$ cat src/rtl/exc_seq.sv
// Exception/interrupt entry and ERET sequencer for the 5-stage MIPS pipeline.
// Holds the pipeline while the M-stage bus drains, then commits to CP0, flushes and redirects.
module exc_seq #(
    parameter logic [31:0] HANDLER_ADDR = 32'h0000_4180,
    parameter int unsigned NUM_HW       = 6
) (
    input  logic              clk,
    input  logic              reset,
    input  logic              m_valid,
    input  logic [31:0]       m_pc,
    input  logic              m_bd,
    input  logic              m_exc,
    input  logic [4:0]        m_exccode,
    input  logic              m_eret,
    input  logic [NUM_HW-1:0] hwint,
    input  logic              sr_ie,
    input  logic              sr_exl,
    input  logic [NUM_HW-1:0] sr_im,
    input  logic [31:0]       epc,
    input  logic              bus_busy,
    output logic              stall,
    output logic              flush,
    output logic              exc_commit,
    output logic [4:0]        exc_code,
    output logic [31:0]       exc_epc,
    output logic              exc_bd,
    output logic [NUM_HW-1:0] exc_ip,
    output logic              eret_commit,
    output logic              redirect,
    output logic [31:0]       redirect_pc
);

    typedef enum logic [2:0] {
        IDLE,
        DRAIN,
        COMMIT,
        REDIRECT,
        ERET
    } state_t;

    state_t state, state_nx;

    logic [NUM_HW-1:0] ip_masked;
    logic              int_req;
    logic              exc_req;
    logic              take;
    logic              eret_req;
    logic [31:0]       pc_word;
    logic [31:0]       take_epc;

    logic [4:0]        lat_code;
    logic [31:0]       lat_epc;
    logic              lat_bd;
    logic [NUM_HW-1:0] lat_ip;
    logic [31:0]       lat_ret;

    assign ip_masked = hwint & sr_im;
    assign int_req   = (|ip_masked) & sr_ie & ~sr_exl;
    assign exc_req   = m_exc & ~sr_exl;
    assign take      = m_valid & (int_req | exc_req);
    assign eret_req  = m_valid & m_eret & ~take;

    // A delay-slot instruction restarts at its branch, one word earlier.
    assign pc_word   = {m_pc[31:2], 2'b00};
    assign take_epc  = m_bd ? (pc_word - 32'd4) : pc_word;

    always_ff @(posedge clk or posedge reset) begin
        if (reset) begin
            state <= IDLE;
        end else begin
            state <= state_nx;
        end
    end

    always_ff @(posedge clk or posedge reset) begin
        if (reset) begin
            lat_code <= '0;
            lat_epc  <= '0;
            lat_bd   <= 1'b0;
            lat_ip   <= '0;
            lat_ret  <= '0;
        end else if (state == IDLE) begin
            if (take) begin
                lat_code <= int_req ? 5'd0 : m_exccode;
                lat_epc  <= take_epc;
                lat_bd   <= m_bd;
                lat_ip   <= ip_masked;
            end else if (eret_req) begin
                lat_ret  <= {epc[31:2], 2'b00};
            end
        end
    end

    always_comb begin
        state_nx    = state;
        stall       = 1'b0;
        flush       = 1'b0;
        exc_commit  = 1'b0;
        exc_code    = '0;
        exc_epc     = '0;
        exc_bd      = 1'b0;
        exc_ip      = '0;
        eret_commit = 1'b0;
        redirect    = 1'b0;
        redirect_pc = '0;
        case (state)
            IDLE: begin
                // Gated so a held reset never shows a stall from live inputs.
                stall = take & ~reset;
                if (take) begin
                    state_nx = bus_busy ? DRAIN : COMMIT;
                end else if (eret_req) begin
                    state_nx = ERET;
                end
            end
            DRAIN: begin
                stall = 1'b1;
                if (!bus_busy) begin
                    state_nx = COMMIT;
                end
            end
            COMMIT: begin
                stall      = 1'b1;
                flush      = 1'b1;
                exc_commit = 1'b1;
                exc_code   = lat_code;
                exc_epc    = lat_epc;
                exc_bd     = lat_bd;
                exc_ip     = lat_ip;
                state_nx   = REDIRECT;
            end
            REDIRECT: begin
                stall       = 1'b1;
                flush       = 1'b1;
                redirect    = 1'b1;
                redirect_pc = HANDLER_ADDR;
                state_nx    = IDLE;
            end
            ERET: begin
                stall       = 1'b1;
                flush       = 1'b1;
                eret_commit = 1'b1;
                redirect    = 1'b1;
                redirect_pc = lat_ret;
                state_nx    = IDLE;
            end
            default: begin
                state_nx = IDLE;
            end
        endcase
    end

endmodule
$ cat config.mk
export PLATFORM = sky130hd
export DESIGN_NAME = exc_seq
export DESIGN_NICKNAME = d
export VERILOG_FILES = /design/src/rtl/exc_seq.sv
export SDC_FILE = /design/constraint.sdc
export NUM_CORES = 1
export LEC_CHECK = 0
export ABC_AREA = 1
export CELL_PAD_IN_SITES_DETAIL_PLACEMENT = 0
export CELL_PAD_IN_SITES_GLOBAL_PLACEMENT = 2
export CORE_MARGIN = 4
export CORE_UTILIZATION = 25
export DETAILED_ROUTE_END_ITERATION = 6
export PLACE_DENSITY_LB_ADDON = 0.1
export SLEW_MARGIN = 15
export SYNTH_ARGS = -nofsm -noshare
export SYNTH_HDL_FRONTEND = slang
export SYNTH_SLANG_ARGS = --single-unit
export TNS_END_PERCENT = 5
$ cat constraint.sdc
create_clock -name clk -period 7.6 [get_ports clk]
set_input_delay 2.28 -clock clk [delete_from_list [all_inputs] [get_ports clk]]
set_output_delay 2.28 -clock clk [all_outputs]
set_load 0.02 [all_outputs]
==> flow_summary.toml, run 1 <==
[status]
status = "complete, no violations"

[yosys]
synthDistinctLibCells = 33
yosysSeqAreaShare_pct = 43.0
ys_warn_count = 0
syn_area_mm2 = 0.00436
synth-seq-cells = 75
synth_top_family_by_area = "simple AND/OR/NAND/NOR gates"
yosys.area_share.simple_pct = 35.5
synth_adder_area_share_pct = 0.287
synth_cells = 623
synth_xor_area_share_pct = 3.21
synth_compound_area_share_pct = 5.16
yosys-mux-area-fraction_pct = 0
avgSynthCellArea_um2 = 7.00

[grt]
grt_pass1_wl_um = 21700
grt_pass1_vias = 4190
grt_usage_pct = 13.7
grt_max_degree = 51
grt_overflow_total = 0
antenna_found_initial = 0

[route]
drt-vias-per-instance = 4.15
wire_per_inst_um = 13.3
vias = 4177
first_pass_iters = 6
route.detailed.drc = 0
drtAntennaViolNets = 0
finalWirelength_um = 13300
drt_iter0_drc = 182

[finish]
final_cell_mix = "nand2_1 (184), clkdlybuf4s50_1 (162), inv_1 (102)"
fin_nets = 867
antenna_cells = 0
seqCellArea_mm2 = 0.00188
layoutNonFillerInstCount = 1006
drive_gt1_share_pct = 5.76
fin_area_mm2 = 0.00641
n_fill_cell = 1861
syn_to_final_growth_pct = 47.0
multi_input_area_mm2 = 0.00195
final_common_cell = "nand2_1"

[sta]
period_minus_slack_ns = 6.38
finClkSkew_ns = 0.00633
setup_tns_ns = 0
finalSetupViolCount = 0
hold_viol = 0
final.period_utilization_pct = 83.9
max_slew_margin_pct = 34.4
rsz0062_at_grt = "false"
slew_violations = 0
worst_slew_pin_slew_ns = 0.982
max_freq_ghz = 0.157

[clock_tree]
path_clk_slew_ns = 0.06
cts_resized = 0
cts_buffers = 9
post-cts-setup-buffers = 0
clock_latency_ns = 0.33
cts_sinks = 75
hold_buffers = 0
cts-root-buf = "clkbuf_16"
cts_tree = "done"
htreeDepth = 3
clockBufferDepth = 2

[floorplan]
core_area_mm2 = 0.0172
die-area_mm2 = 0.0196
start_util_pct = 25.4
ioPinCount = 171
die_height_um = 140
row_count = 48
die_w_um = 140

[critical_path]
crit_top_cell = "nand2_1"
critical_path_buf_inv_count = 3
slowest_delay_ns = 0.66
cp_max_fo = 6
required_ns = 5.32
path_cells = "clkdlybuf4s50_1, nand2_1, nand2_1, inv_1, nand2_1, nand2_4, nand2_4, nand3_4, o211ai_1, clkdlybuf4s50_1"
crit_type = "in2out"
crit_slowest_cell = "clkdlybuf4s50_1"
crit_path_start_kind = "input pin"
end_kind = "output pin"
worstPathArrival_ns = 4.10
crit_family = "buffers and inverters"

[min_path]
min_path_type = "reg2reg"

[placement]
dp_cells = 990
dpl-instance-area_mm2 = 0.00614
place_congestion = 0.797
io_buffers = 162
dp_hpwl_um = 9930

[power]
ir_drop_mv = 0.103
p_leak_nw = 3.00
pwr_density_cell_mw_per_mm2 = 274

[flow_run]
drv_cap = 0
## where the power goes
part / internal (mW) / switching [mW]
Combinational: 0.287 / 0.406
Sequential: 0.584 / 0.0856
Clock: 0.220 / 0.174
## cell usage after synthesis, drive strengths merged
| cell type | n | share of area, % |
|---|---|---|
| dfrtp | 75 | 43 |
| or2 | 2 | 0.29 |
| inv | 105 | 9.0 |
| clkinv | 1 | 0.11 |
| conb | 1 | 0.086 |
| nor4 | 1 | 0.14 |
| o21ai | 41 | 4.7 |
| a21oi | 1 | 0.11 |
| nand3 | 36 | 4.8 |
| o211ai | 2 | 0.34 |
| nand2 | 190 | 17 |
| nand3b | 1 | 0.26 |
| xnor2 | 3 | 0.60 |
| nand4 | 8 | 1.1 |
| nor3 | 7 | 0.80 |
| ha | 1 | 0.29 |
| clkbuf | 5 | 0.43 |
| nor2 | 109 | 11 |
| and2 | 1 | 0.14 |
| xor2 | 13 | 2.6 |
| buf | 20 | 3.1 |
## area by class of cell
cell class	instances	share of cell area [%]
well taps	225	4.39
clock buffers	9	3.51
inverters	106	6.25
flip-flops and latches	75	29.3
clock inverters	7	0.703
repair buffers	164	25.5
multi-input cells	420	30.3
## kinds of logic (layout without fill, tap and decap cells)
group                    count (synthesis)  after routing
other                                    1              4
buffers and inverters                  131            286
AO/OA/AOI/OAI                           44             44
AND/OR/NAND/NOR                        355            355
XOR/XNOR                                16             16
flip-flops                              75             75
adder cells (fa/ha/maj)                  1              1
## path summary, 6_finish.rpt
path	startpoint	end	slack, ns	cells after the start
min in group asynchronous	reset	lat_ret[22]	2.35	2
max in group asynchronous	reset	lat_epc[4]	4.26	3
max	sr_im[3]	stall	1.22	10
min	lat_ret[21]	lat_ret[21]	0.48	2
max reg2reg	state[1]	lat_ret[20]	5.36	7
min reg2reg	lat_ret[21]	lat_ret[21]	0.48	2
## registers in the layout (all words and copies together), names as in the netlist
signal,flops
state,3
lat_ip,6
lat_code,5
lat_epc,30
lat_ret,30
lat_bd,1
## worst reg2reg max path: cells and delay by family, from the launching register on
kind | cells | cell delay (ns)
and+or+nand+nor | 5 | 1.09
buffers and inverters | 2 | 0.68
DFF | 1 | 0.41
## routing by layer
layer | share of wire (%) | GRT usage [%] | wire length, um
met5 | 0 | 0 | 0
met4 | 1.2 | 3.98 | 164
met1 | 46 | 17.3 | 6140
met2 | 48 | 23.7 | 6450
met3 | 4.4 | 3.04 | 590
## stage by stage
stage	hold slack [ns]	util [%]	total power [mW]	worst slack (ns)
6_report	0.480	37.3	1.76	1.22
5_1_grt	0.488	37.3	1.91	1.09
4_1_cts	0.482	37.3	1.79	1.19
3_5_place_dp	0.465	35.8	1.38	1.20
3_3_place_gp	0.461	35.8	1.37	1.21
2_1_floorplan	0.449	-	1.10	2.04
(Power assumes the default switching activity.)
==> run 2, diff against run 1 <==
- CORE_UTILIZATION: 25 -> 23
- clock period: 7.6 -> 6.4 ns (I/O delays scaled with it)
==> flow_summary.toml, run 2 (synthesis gave the netlist of run 1 again) <==
[finish]
antenna_cells = 0
final_common_cell = "nand2_1"
top_regs = "lat_epc (30), lat_ret (30), lat_ip (6)"
syn_to_final_growth_pct = 47.8
drive_gt1_share_pct = 5.76
n_fill_cell = 1989
final_cell_mix = "nand2_1 (184), clkdlybuf4s50_1 (162), inv_1 (102)"
fin_nets = 867
layoutNonFillerInstCount = 1015

[flow_run]
drv_cap = 0

[critical_path]
rr_worst_depth = 7
endpoint = "stall"
required_ns = 4.48
reg2reg_from = "state[1]"
crit_type = "in2out"
crit_path_start_kind = "input pin"
worstPathArrival_ns = 3.76
cp_max_fo = 6
critPathLaunch = "hwint[3]"
r2r-end = "lat_ret[8]"
end_kind = "output pin"
r2r_slack_ns = 4.11

[sta]
worst_slew_pin_slew_ns = 0.993
setup_tns_ns = 0
finClkSkew_ns = 0.00490
max_slew_margin_pct = 33.7
rsz0062_at_grt = "false"
finalSetupViolCount = 0
hold_viol = 0
final.period_utilization_pct = 88.8
slew_violations = 0
max_freq_ghz = 0.176
period_minus_slack_ns = 5.68

[floorplan]
die_height_um = 146
core_area_mm2 = 0.0187
start_util_pct = 23.3
row_count = 50
ioPinCount = 171
die-area_mm2 = 0.0212
die_w_um = 146

[route]
finalWirelength_um = 13900
vias = 4191
wire_per_inst_um = 13.7
drt_iter0_drc = 166
drtAntennaViolNets = 0
drt-vias-per-instance = 4.13
first_pass_iters = 5
route.detailed.drc = 0

[power]
finalPower_mw = 2.13
pwr_density_cell_mw_per_mm2 = 331
ir_drop_mv = 0.118
p_leak_nw = 3.00

[grt]
met1_usage_pct = 16.6
grt_overflow_total = 0
grt_use_met2_pct = 23.5
use_met3_pct = 2.46
grt_pass1_vias = 4486
grt_pass1_wl_um = 23100
gr-max-usage-layer = "met2"
grt_usage_pct = 13.4
antenna_found_initial = 0
grt_max_degree = 51

[clock_tree]
path_clk_slew_ns = 0.06
clock_latency_ns = 0.34
clockBufferDepth = 2
htreeDepth = 3
post-cts-setup-buffers = 0
cts_buffers = 9
cts_tree = "done"
cts_sinks = 75
cts_resized = 0
hold_buffers = 0
cts-root-buf = "clkbuf_16"

[placement]
dp_hpwl_um = 10200
io_buffers = 162
dp_cells = 999
place_congestion = 0.741

[min_path]
min_path_type = "reg2reg"

[status]
status = "complete, no violations"
==> run 2: cell type report <==
cell class	instances	area, um^2	area share (%)
Multi-Input combinational cell	420	1950	30.2
Sequential cell	75	1880	29.1
Timing Repair Buffer	164	1640	25.4
Inverter	106	400	6.21
Tap cell	234	293	4.54
Clock buffer	9	225	3.49
Clock inverter	7	68.8	1.07
==> run 2: routing by layer <==
| metal | part of all wire [%] | vias up |
|---|---|---|
| met3 | 4.3 | 12 |
| met4 | 1.5 | 0 |
| met1 | 46 | 1903 |
| met5 | 0 | - |
| li1 | - | 2165 |
| met2 | 48 | 111 |
==> run 2: worst min path at each step <==
stage	from	to	slack [ns]	cells after the start
global route	lat_ret[22]	lat_ret[22]	0.50	2
detailed placement	lat_ret[20]	lat_ret[20]	0.46	2
finish	lat_ret[12]	lat_ret[12]	0.48	2
CTS	lat_ret[20]	lat_ret[20]	0.48	2
global placement	lat_ret[23]	lat_ret[23]	0.46	2
floorplan	lat_ret[10]	lat_ret[10]	0.45	2
==> run 2: through the flow <==
step / setup WS, ns / area, um^2 / hold slack, ns / utilization (%)
2_1_floorplan: 1.56 / 4370 / 0.449 / -
3_3_place_gp: 0.683 / 6150 / 0.461 / 32.9
5_1_grt: 0.576 / 6450 / 0.496 / 34.5
3_5_place_dp: 0.706 / 6150 / 0.465 / 32.9
4_1_cts: 0.693 / 6450 / 0.481 / 34.5
6_report: 0.718 / 6450 / 0.478 / 34.5
==> run 2: worst max-delay path: stages <==
cell             delay (ns)
clkdlybuf4s50_1        0.45
nand2_1                0.09
nand2_1                0.08
inv_1                  0.04
nand2_1                0.09
nand2_4                0.10
nand2_4                0.09
nand3_4                0.08
o211ai_1               0.18
clkdlybuf4s50_1        0.63
==> run 2: power by group <==
group	leakage, nW	total, mW	switching (mW)	internal, mW
clock network	0.141	0.511	0.210	0.301
logic	1.92	0.828	0.487	0.341
registers	0.939	0.794	0.101	0.694
total	3.00	2.13	0.798	1.34
==> run 3, diff against run 2 <==
- ABC_AREA: 1 -> not set
- CORE_UTILIZATION: 23 -> 26
==> flow_summary.toml, run 3 <==
[yosys]
yosysSeqAreaShare_pct = 44.2
synth_top_area_share_pct = 44.2
avgSynthCellArea_um2 = 10.3
synth_cells = 411
ys.flop_type = "dfrtp_1"
yosys.area.top_type = "dfrtp_1"
synthArstFlopShare_pct = 100
synthDistinctLibCells = 50
ys_warn_count = 0
syn_area_mm2 = 0.00424
yosysMostFrequentCell = "dfrtp_1"
synth-seq-cells = 75
synth_edf_count = 0
synthTopCellsByCount = "dfrtp_1 (75), and2_1 (37), a21oi_1 (29), mux2_1 (29), and3_1 (27)"
synth_area_leaders = "dfrtp_1 (44%), mux2_1 (7.7%), and2_1 (5.5%), and3_1 (4.0%), a21oi_1 (3.4%)"

[finish]
final_cell_mix = "clkdlybuf4s50_1 (162), dfrtp_1 (75), and2_1 (37)"
antenna_cells = 0
final_common_cell = "clkdlybuf4s50_1"
syn_to_final_growth_pct = 49.1
seqCellArea_mm2 = 0.00188
fin_nets = 657
drive_gt1_share_pct = 8.07
n_fill_cell = 1591
multi_input_area_mm2 = 0.00215
top_regs = "lat_epc (30), lat_ret (30), lat_ip (6)"

[power]
pwr_density_cell_mw_per_mm2 = 347
pwr-share-comb_pct = 38.8
p_int_mw = 1.45
clkPwrFrac_pct = 24.0
p_switching_mw = 0.747
ir_drop_mv = 0.123
p_leak_nw = 2.50
swShare_pct = 34.0
seq_power_share_pct = 37.2

[floorplan]
die_w_um = 136
die_height_um = 136
die-area_mm2 = 0.0184
core_area_mm2 = 0.0159
ioPinCount = 171
row_count = 46
start_util_pct = 26.6

[critical_path]
crit_path_start_kind = "input pin"
crit_slowest_cell = "clkdlybuf4s50_1"
worstPathArrival_ns = 3.94
cp_max_fo = 3
end_kind = "output pin"
reg2reg_from = "state[2]"
crit_top_cell = "clkdlybuf4s50_1"
r2r-end = "lat_ip[4]"
required_ns = 4.48
rr_worst_depth = 6
crit_type = "in2out"
path_cells = "clkdlybuf4s50_1, or4b_4, a21oi_4, nand2_1, o21ai_0, clkdlybuf4s50_1"
r2r_slack_ns = 3.12
slowest_delay_ns = 0.63

[sta]
final.period_utilization_pct = 91.6
holdWs_ns = 0.477
slew_violations = 0
setup_tns_ns = 0
finalSetupViolCount = 0
finClkSkew_ns = 0.00648
hold_viol = 0
worst_slew_pin_slew_ns = 0.981
period_minus_slack_ns = 5.86
max_slew_margin_pct = 34.6
rsz0062_at_grt = "false"
max_freq_ghz = 0.171

[min_path]
min_path_type = "reg2reg"
min_path_cells = 1
hold_end = "lat_ret[26]"
worstHoldStart = "lat_ret[26]"

[status]
status = "complete, no violations"

[clock_tree]
post-cts-setup-buffers = 0
clock_latency_ns = 0.34
cts-root-buf = "clkbuf_16"
cts_buffers = 9
cts_tree = "done"
clockBufferDepth = 2
htreeDepth = 3
cts_resized = 0
path_clk_slew_ns = 0.06
hold_buffers = 0
cts_sinks = 75

[grt]
antenna_found_initial = 0
grt_pass1_vias = 3836
grt_usage_pct = 15.1
grt_pass1_wl_um = 21700
grt_max_degree = 47
grt_overflow_total = 0

[route]
drt-vias-per-instance = 4.71
wl_met1_um = 6330
wl_met2_um = 6420
route.detailed.drc = 0
wire_per_inst_um = 17.5
dr_wl_met3_um = 796
top_layer = "met4"
first_pass_iters = 6
finalWirelength_um = 13800
drtAntennaViolNets = 0
vias = 3699
drt_iter0_drc = 123

[placement]
io_buffers = 162
dp_hpwl_um = 9870
place_congestion = 0.763

[flow_run]
drv_cap = 0
-- run 3: through the flow --
| step | util, % | area (um^2) | power [mW] | instances | worst slack (ns) |
|---|---|---|---|---|---|
| floorplan | - | 4250 | 1.31 | 414 | 1.20 |
| global placement | 37.8 | 6020 | 1.68 | 771 | 0.554 |
| detailed placement | 37.8 | 6020 | 1.69 | 771 | 0.528 |
| CTS | 39.7 | 6330 | 2.23 | 786 | 0.520 |
| global route | 39.7 | 6330 | 2.35 | 786 | 0.428 |
| finish | 39.7 | 6330 | 2.19 | 786 | 0.536 |
-- run 3: worst max-delay path: cells and delay by family --
family | cells | cell delay [ns]
compound gates | 2 | 0.30
buf+inv | 2 | 1.11
simple gates | 2 | 0.62
-- run 3: kinds of logic after synthesis --
kind of cell / count (synthesis) / share of synthesized area [%]
AND/OR/NAND/NOR: 158 / 23.9
AO/OA/AOI/OAI: 78 / 11.8
flip-flops: 75 / 44.2
multiplexers: 45 / 11.7
buffers and inverters: 41 / 5.51
XOR/XNOR: 12 / 2.48
adder cells (fa/ha/maj): 1 / 0.295
other: 1 / 0.0884
-- run 3: power groups by stage --
stage | Combinational, mW | Sequential [mW] | Clock (mW)
after global routing | 0.937 | 0.849 | 0.565
after global placement | 0.857 | 0.820 | 0
after CTS | 0.871 | 0.819 | 0.544
after floorplan | 0.535 | 0.778 | 0
after detailed placement | 0.867 | 0.826 | 0
final | 0.850 | 0.817 | 0.526
-- run 3: worst max path at each step --
stage,start,endpoint,slack (ns),cells after the start
after floorplan,m_valid,stall,1.20,4
after global placement,m_valid,stall,0.55,6
after detailed placement,m_valid,stall,0.53,6
after CTS,m_valid,stall,0.52,6
after global routing,m_valid,stall,0.43,6
final,m_valid,stall,0.54,6
-- run 3: metal layers --
layer  vias up  track usage, %
li1       1809               -
met1      1770            20.0
met2       107            24.5
met3        13            3.23
met4         0            5.21
met5         -               0
-- run 3: layout make-up --
type / count / area share (%)
clock buffer: 12 / 4.05
clock inverter: 3 / 0.732
inverter: 11 / 0.672
multi-input combinational: 298 / 33.9
sequential: 75 / 29.7
tap: 216 / 4.27
timing repair buffer: 171 / 26.7
==> RTL change 1: new RTL, config.mk and constraints of run 2 <==
The 5 states of `state_t` get a Gray code encoding in 3 bits.
--- a/src/rtl/exc_seq.sv
+++ b/src/rtl/exc_seq.sv
@@ -31,11 +31,11 @@
 );
 
     typedef enum logic [2:0] {
-        IDLE,
-        DRAIN,
-        COMMIT,
-        REDIRECT,
-        ERET
+        IDLE     = 3'b000,
+        DRAIN    = 3'b001,
+        COMMIT   = 3'b011,
+        REDIRECT = 3'b010,
+        ERET     = 3'b110
     } state_t;
 
     state_t state, state_nx;
Behaviour: no difference found for any inputs over 4 cycles, from zero or initial values and one cycle with reset high; so few cycles prove little.
==> RTL change 1 against run 2 <==
Wire length decreased by 1.2%. Power shrank 2.4%. Utilization decreased by 0.19 points. Global-route usage shrank 0.27 points. Sequential share of layout area rose by 0.062 points. Synthesized area grew 0.72%. Worst setup slack worse by 0.018 ns. Cell area fell by 0.21%. Sequential cell count unchanged. Critical path type unchanged. Highest routed layer unchanged.
==> RTL change 1: results (changes against run 2) <==
* Netlist cell types at 28 (-15%)
* DPL Wire Length at 10000 um (-2.0%)
* Tcrit/Tclk final at 89.1% (+0.29 points)
* Ys flop type: dfrtp_1
* Worst R2R Setup Slack at 4.13 ns (+0.02 ns)
* Gp weighted congestion at 0.760 (+2.5%)
* Fin nets at 879 (+1.4%)
* Post-synthesis sequential area ratio at 42.7% (-0.31 points)
* Share of layout cells above drive strength 1 at 5.30% (-0.47 points)
* Layout fillers at 2004 (+0.75%)
* GRT Total Usage at 13.1% (-0.27 points)
* Peak supply drop at 0.123 mV (+3.7%)
* Drt first pass iters at 4 (-1)
* Status: complete, no violations
* Synth warn at 0 (unchanged)
* Vias per std cell at 4.07 (-1.3%)
* WL/cell at 13.4 um (-2.4%)
* Syn Area/Cell at 6.91 sq um (-1.3%)
* Largest net degree at the start of global routing at 76 (+49%)
* Vias in the first global route at 4271 (-4.8%)
* Dpl ws at 0.692 ns (-0.0143 ns)
* Post-CTS setup buffer count at 0 (unchanged)
* Cell Count, Final, Fillers Out at 1027 (+1.2%)
* DRT iter0 DRCs at 256 (+54%)
* Initial antenna violation count at 0 (unchanged)
* Leakage power at 3.03 nW (+1.1%)
* Synth area leaders: dfrtp_1 (43%), nand2_1 (17%), inv_1 (9.1%)
* First-pass GRT wire length at 22600 um (-2.2%)
* Clock Skew at 0.00479 ns (-0.000111 ns)
* Post-synth top cells: nand2_1 (203), inv_1 (107), nor2_1 (105)
* Worst EP arrival at 3.78 ns (+0.02 ns)
* Worst-Margin Slew at 1.06 ns (+0.0625 ns)
## RTL change 1: cell types whose count changed in the layout (fill, tap and decap cells not counted), moves of 3 or more
cell and delta:
nor2_1 +8, a21oi_1 +4, nand3_2 +3, nand3_1 -10, o21ai_1 +6, xor2_1 +3
o21ai_0 -9, nor3_1 -6, inv_1 +4, nand4_1 -5, nand2_1 +19
## RTL change 1: per-layer routing
| metal | vias up | part of all wire [%] | GRT usage [%] |
|---|---|---|---|
| met1 | 1879 | 47 | 17.0 |
| met4 | 0 | 1.5 | 4.66 |
| met3 | 11 | 4.7 | 2.33 |
| met5 | - | 0 | 0 |
| li1 | 2181 | - | - |
| met2 | 113 | 47 | 22.2 |
## RTL change 1: final timing paths
check / startpoint / to / depth (start not counted)
max in group asynchronous: reset / lat_epc[13] / 3
worst max register to register: state[2] / lat_ret[29] / 7
worst min-delay path: lat_ret[3] / lat_ret[3] / 2
worst min register to register: lat_ret[3] / lat_ret[3] / 2
worst max-delay path: hwint[4] / stall / 12
min in group asynchronous: reset / lat_ret[8] / 3
## RTL change 1: metrics by stage
stage,area (sq um),util [%],hold slack [ns]
2_1_floorplan,4400,-,0.449
3_3_place_gp,6130,32.7,0.462
3_5_place_dp,6130,32.7,0.465
4_1_cts,6430,34.3,0.482
5_1_grt,6430,34.3,0.495
6_report,6430,34.3,0.477
## RTL change 1: logic make-up (layout without fill, tap and decap cells)
logic type               Yosys count  after routing  synth area share (%)
AO/OA/AOI/OAI                     44             44                  5.07
other                              1              4                0.0854
buffers and inverters            138            292                  14.2
XOR/XNOR                          19             19                  3.79
adder cells (fa/ha/maj)            1              1                 0.285
AND/OR/NAND/NOR                  358            358                  33.8
flip-flops                        75             75                  42.7
## RTL change 1: power by group
part	internal [W]	leakage [nW]	total [W]	switching (W)
sequential	0.000689	0.941	0.000803	0.000114
combinational	0.000323	1.95	0.000762	0.000440
clock	0.000311	0.145	0.000515	0.000204
## RTL change 1: final cells by class
| class | count | area, sq um | area share [%] |
|---|---|---|---|
| Multi-Input combinational cell | 426 | 1900 | 29.5 |
| Sequential cell | 75 | 1880 | 29.2 |
| Timing Repair Buffer | 165 | 1650 | 25.6 |
| Inverter | 111 | 419 | 6.52 |
| Tap cell | 234 | 293 | 4.55 |
| Clock buffer | 11 | 243 | 3.77 |
| Clock inverter | 5 | 52.6 | 0.817 |
## RTL change 1: worst max-delay path: stages
cell and delay, ns:
clkdlybuf4s50_1 0.46, nand2_1 0.08, nand2_1 0.07, nor2_1 0.04
nand2_1 0.06, nand2_2 0.10, nand2_2 0.11, nand3_2 0.07
inv_1 0.09, nand2_1 0.08, nand3_1 0.07, clkdlybuf4s50_1 0.61
==> RTL change 2: new RTL, flow settings as in run 2 <==
Made on the original files. The parameter `NUM_HW` goes from 6 to 8.
--- a/src/rtl/exc_seq.sv
+++ b/src/rtl/exc_seq.sv
@@ -2,7 +2,7 @@
 // Holds the pipeline while the M-stage bus drains, then commits to CP0, flushes and redirects.
 module exc_seq #(
     parameter logic [31:0] HANDLER_ADDR = 32'h0000_4180,
-    parameter int unsigned NUM_HW       = 6
+    parameter int unsigned NUM_HW       = 8
 ) (
     input  logic              clk,
     input  logic              reset,
Interface: changed (resized exc_ip, hwint and sr_im); port bits go from 171 to 177. The function was not compared with the original's and may differ.
==> RTL change 2 against run 2 <==
Global-route usage down 0.054 points. Combinational power grew 6.0%. Power rose by 11%. Wire length grew 4.3%. Worst setup slack worse by 0.18 ns. Largest power group unchanged. Synthesized area up 4.3%. Sequential cell count is 2 higher. Cell area increased by 5.7%. Non-clock buffer count rose by 8. Hold slack about the same.
==> RTL change 2: results (changes against run 2) <==
* Status: complete, no violations
* Netlist cell types at 32 (-3.0%)
* DRT iter0 DRCs at 209 (+26%)
* # placed instances at 1077 (+7.8%)
* Fin nets at 918 (+5.9%)
* Clock Skew at 0.00445 ns (-0.000453 ns)
* GRT Total Usage at 13.4% (-0.054 points)
* Share of layout cells above drive strength 1 at 5.08% (-0.68 points)
* Biggest regs: lat_epc x30, lat_ret x30, lat_ip x8
* Worst Reg-to-Reg Cells at 6 (-1)
* Synth area leaders: dfrtp_1 (42%), nand2_1 (18%), nor2_1 (9.6%)
* GR Util met1 at 17.6% (+1.1 points)
* Grt met3 use at 2.50% (+0.038 points)
* I/O Buffers at 168 (+3.7%)
* Post-synthesis sequential area ratio at 42.4% (-0.68 points)
* Vias per std cell at 4.00 (-3.1%)
* Worst EP arrival at 3.94 ns (+0.18 ns)
* First-pass GRT wire length at 23400 um (+1.0%)
* Largest net degree at the start of global routing at 79 (+55%)
* Dpl cell area at 6450 sq um (+4.8%)
* Slowest cell delay on critical path at 0.65 ns (+0.02 ns)
* Leakage power at 3.25 nW (+8.1%)
* Drt first pass iters at 4 (-1)
* Dpl ws at 0.474 ns (-0.232 ns)
* DPL Wire Length at 10800 um (+6.1%)
* Post-synth top cells: nand2_1 (223), nor2_1 (116), inv_1 (104)
* Gp weighted congestion at 0.769 (+3.7%)
* Final setup margin at 0.541 ns (-0.177 ns)
* CTS resizes at 0 (unchanged)
* Layout fillers at 2096 (+5.4%)
* Global routing usage on met2 at 21.9% (-1.6 points)
* Peak supply drop at 0.123 mV (+4.2%)
* DRT Wirelength at 14500 um (+4.3%)
* Vias at 4374 (+4.4%)
* Syn Area/Cell at 6.85 sq um (-2.1%)
* Worst R2R Setup Slack at 4.28 ns (+0.17 ns)
* Vias in the first global route at 4453 (-0.74%)
* EDFF count, synth at 0 (unchanged)
* Worst R2R End: lat_epc[31]
RTL change 2: cell count changes in the layout (fill, tap and decap cells not counted), sizes merged, moves of 3 or more:
cell           change
nand2             +35
nor2              +16
nand3             -11
clkdlybuf4s50      +6
clkinv             -5
bufinv             +3
xnor2              +3
RTL change 2: kinds of logic after synthesis:
group           synth area share, %
compound gates                 4.57
xor+xnor                       3.66
fa+ha+maj                     0.275
buf+inv                        12.3
flops                          42.4
other cells                  0.0825
simple gates                   36.8
RTL change 2: worst min-delay path, delay by kind of cell, from the launching register on:
family,cells,cell delay [ns]
flops,1,0.34
simple gates,2,0.10
RTL change 2: final cells by class:
| class | count | share of cell area (%) |
|---|---|---|
| Sequential cell | 77 | 28.3 |
| Timing Repair Buffer | 172 | 25.1 |
| Antenna cell | 1 | 0.0367 |
| Clock inverter | 4 | 1.76 |
| Inverter | 107 | 5.91 |
| Multi-Input combinational cell | 456 | 30.4 |
| Tap cell | 265 | 4.87 |
| Clock buffer | 11 | 3.56 |
RTL change 2: per-layer routing:
metal,up-vias,part of all wire [%]
met2,116,47
met3,14,5.0
li1,2291,-
met5,-,0
met1,1953,46
met4,0,1.7
RTL change 2: worst min-delay path by stage:
stage                     cells past startpoint   startpoint  slack, ns          end
final                                         2  lat_ret[17]       0.48  lat_ret[17]
after global routing                          2  lat_ret[31]       0.49  lat_ret[31]
after CTS                                     2  lat_ret[18]       0.48  lat_ret[18]
after detailed placement                      2  lat_ret[18]       0.46  lat_ret[18]
after global placement                        2  lat_ret[10]       0.46  lat_ret[10]
after floorplan                               2  lat_ret[10]       0.45  lat_ret[10]
RTL change 2: where the power goes:
group	internal (W)	switching (W)	total (W)
clock	0.000429	0.000206	0.000636
sequential	0.000726	0.000124	0.000851
combinational	0.000369	0.000509	0.000878
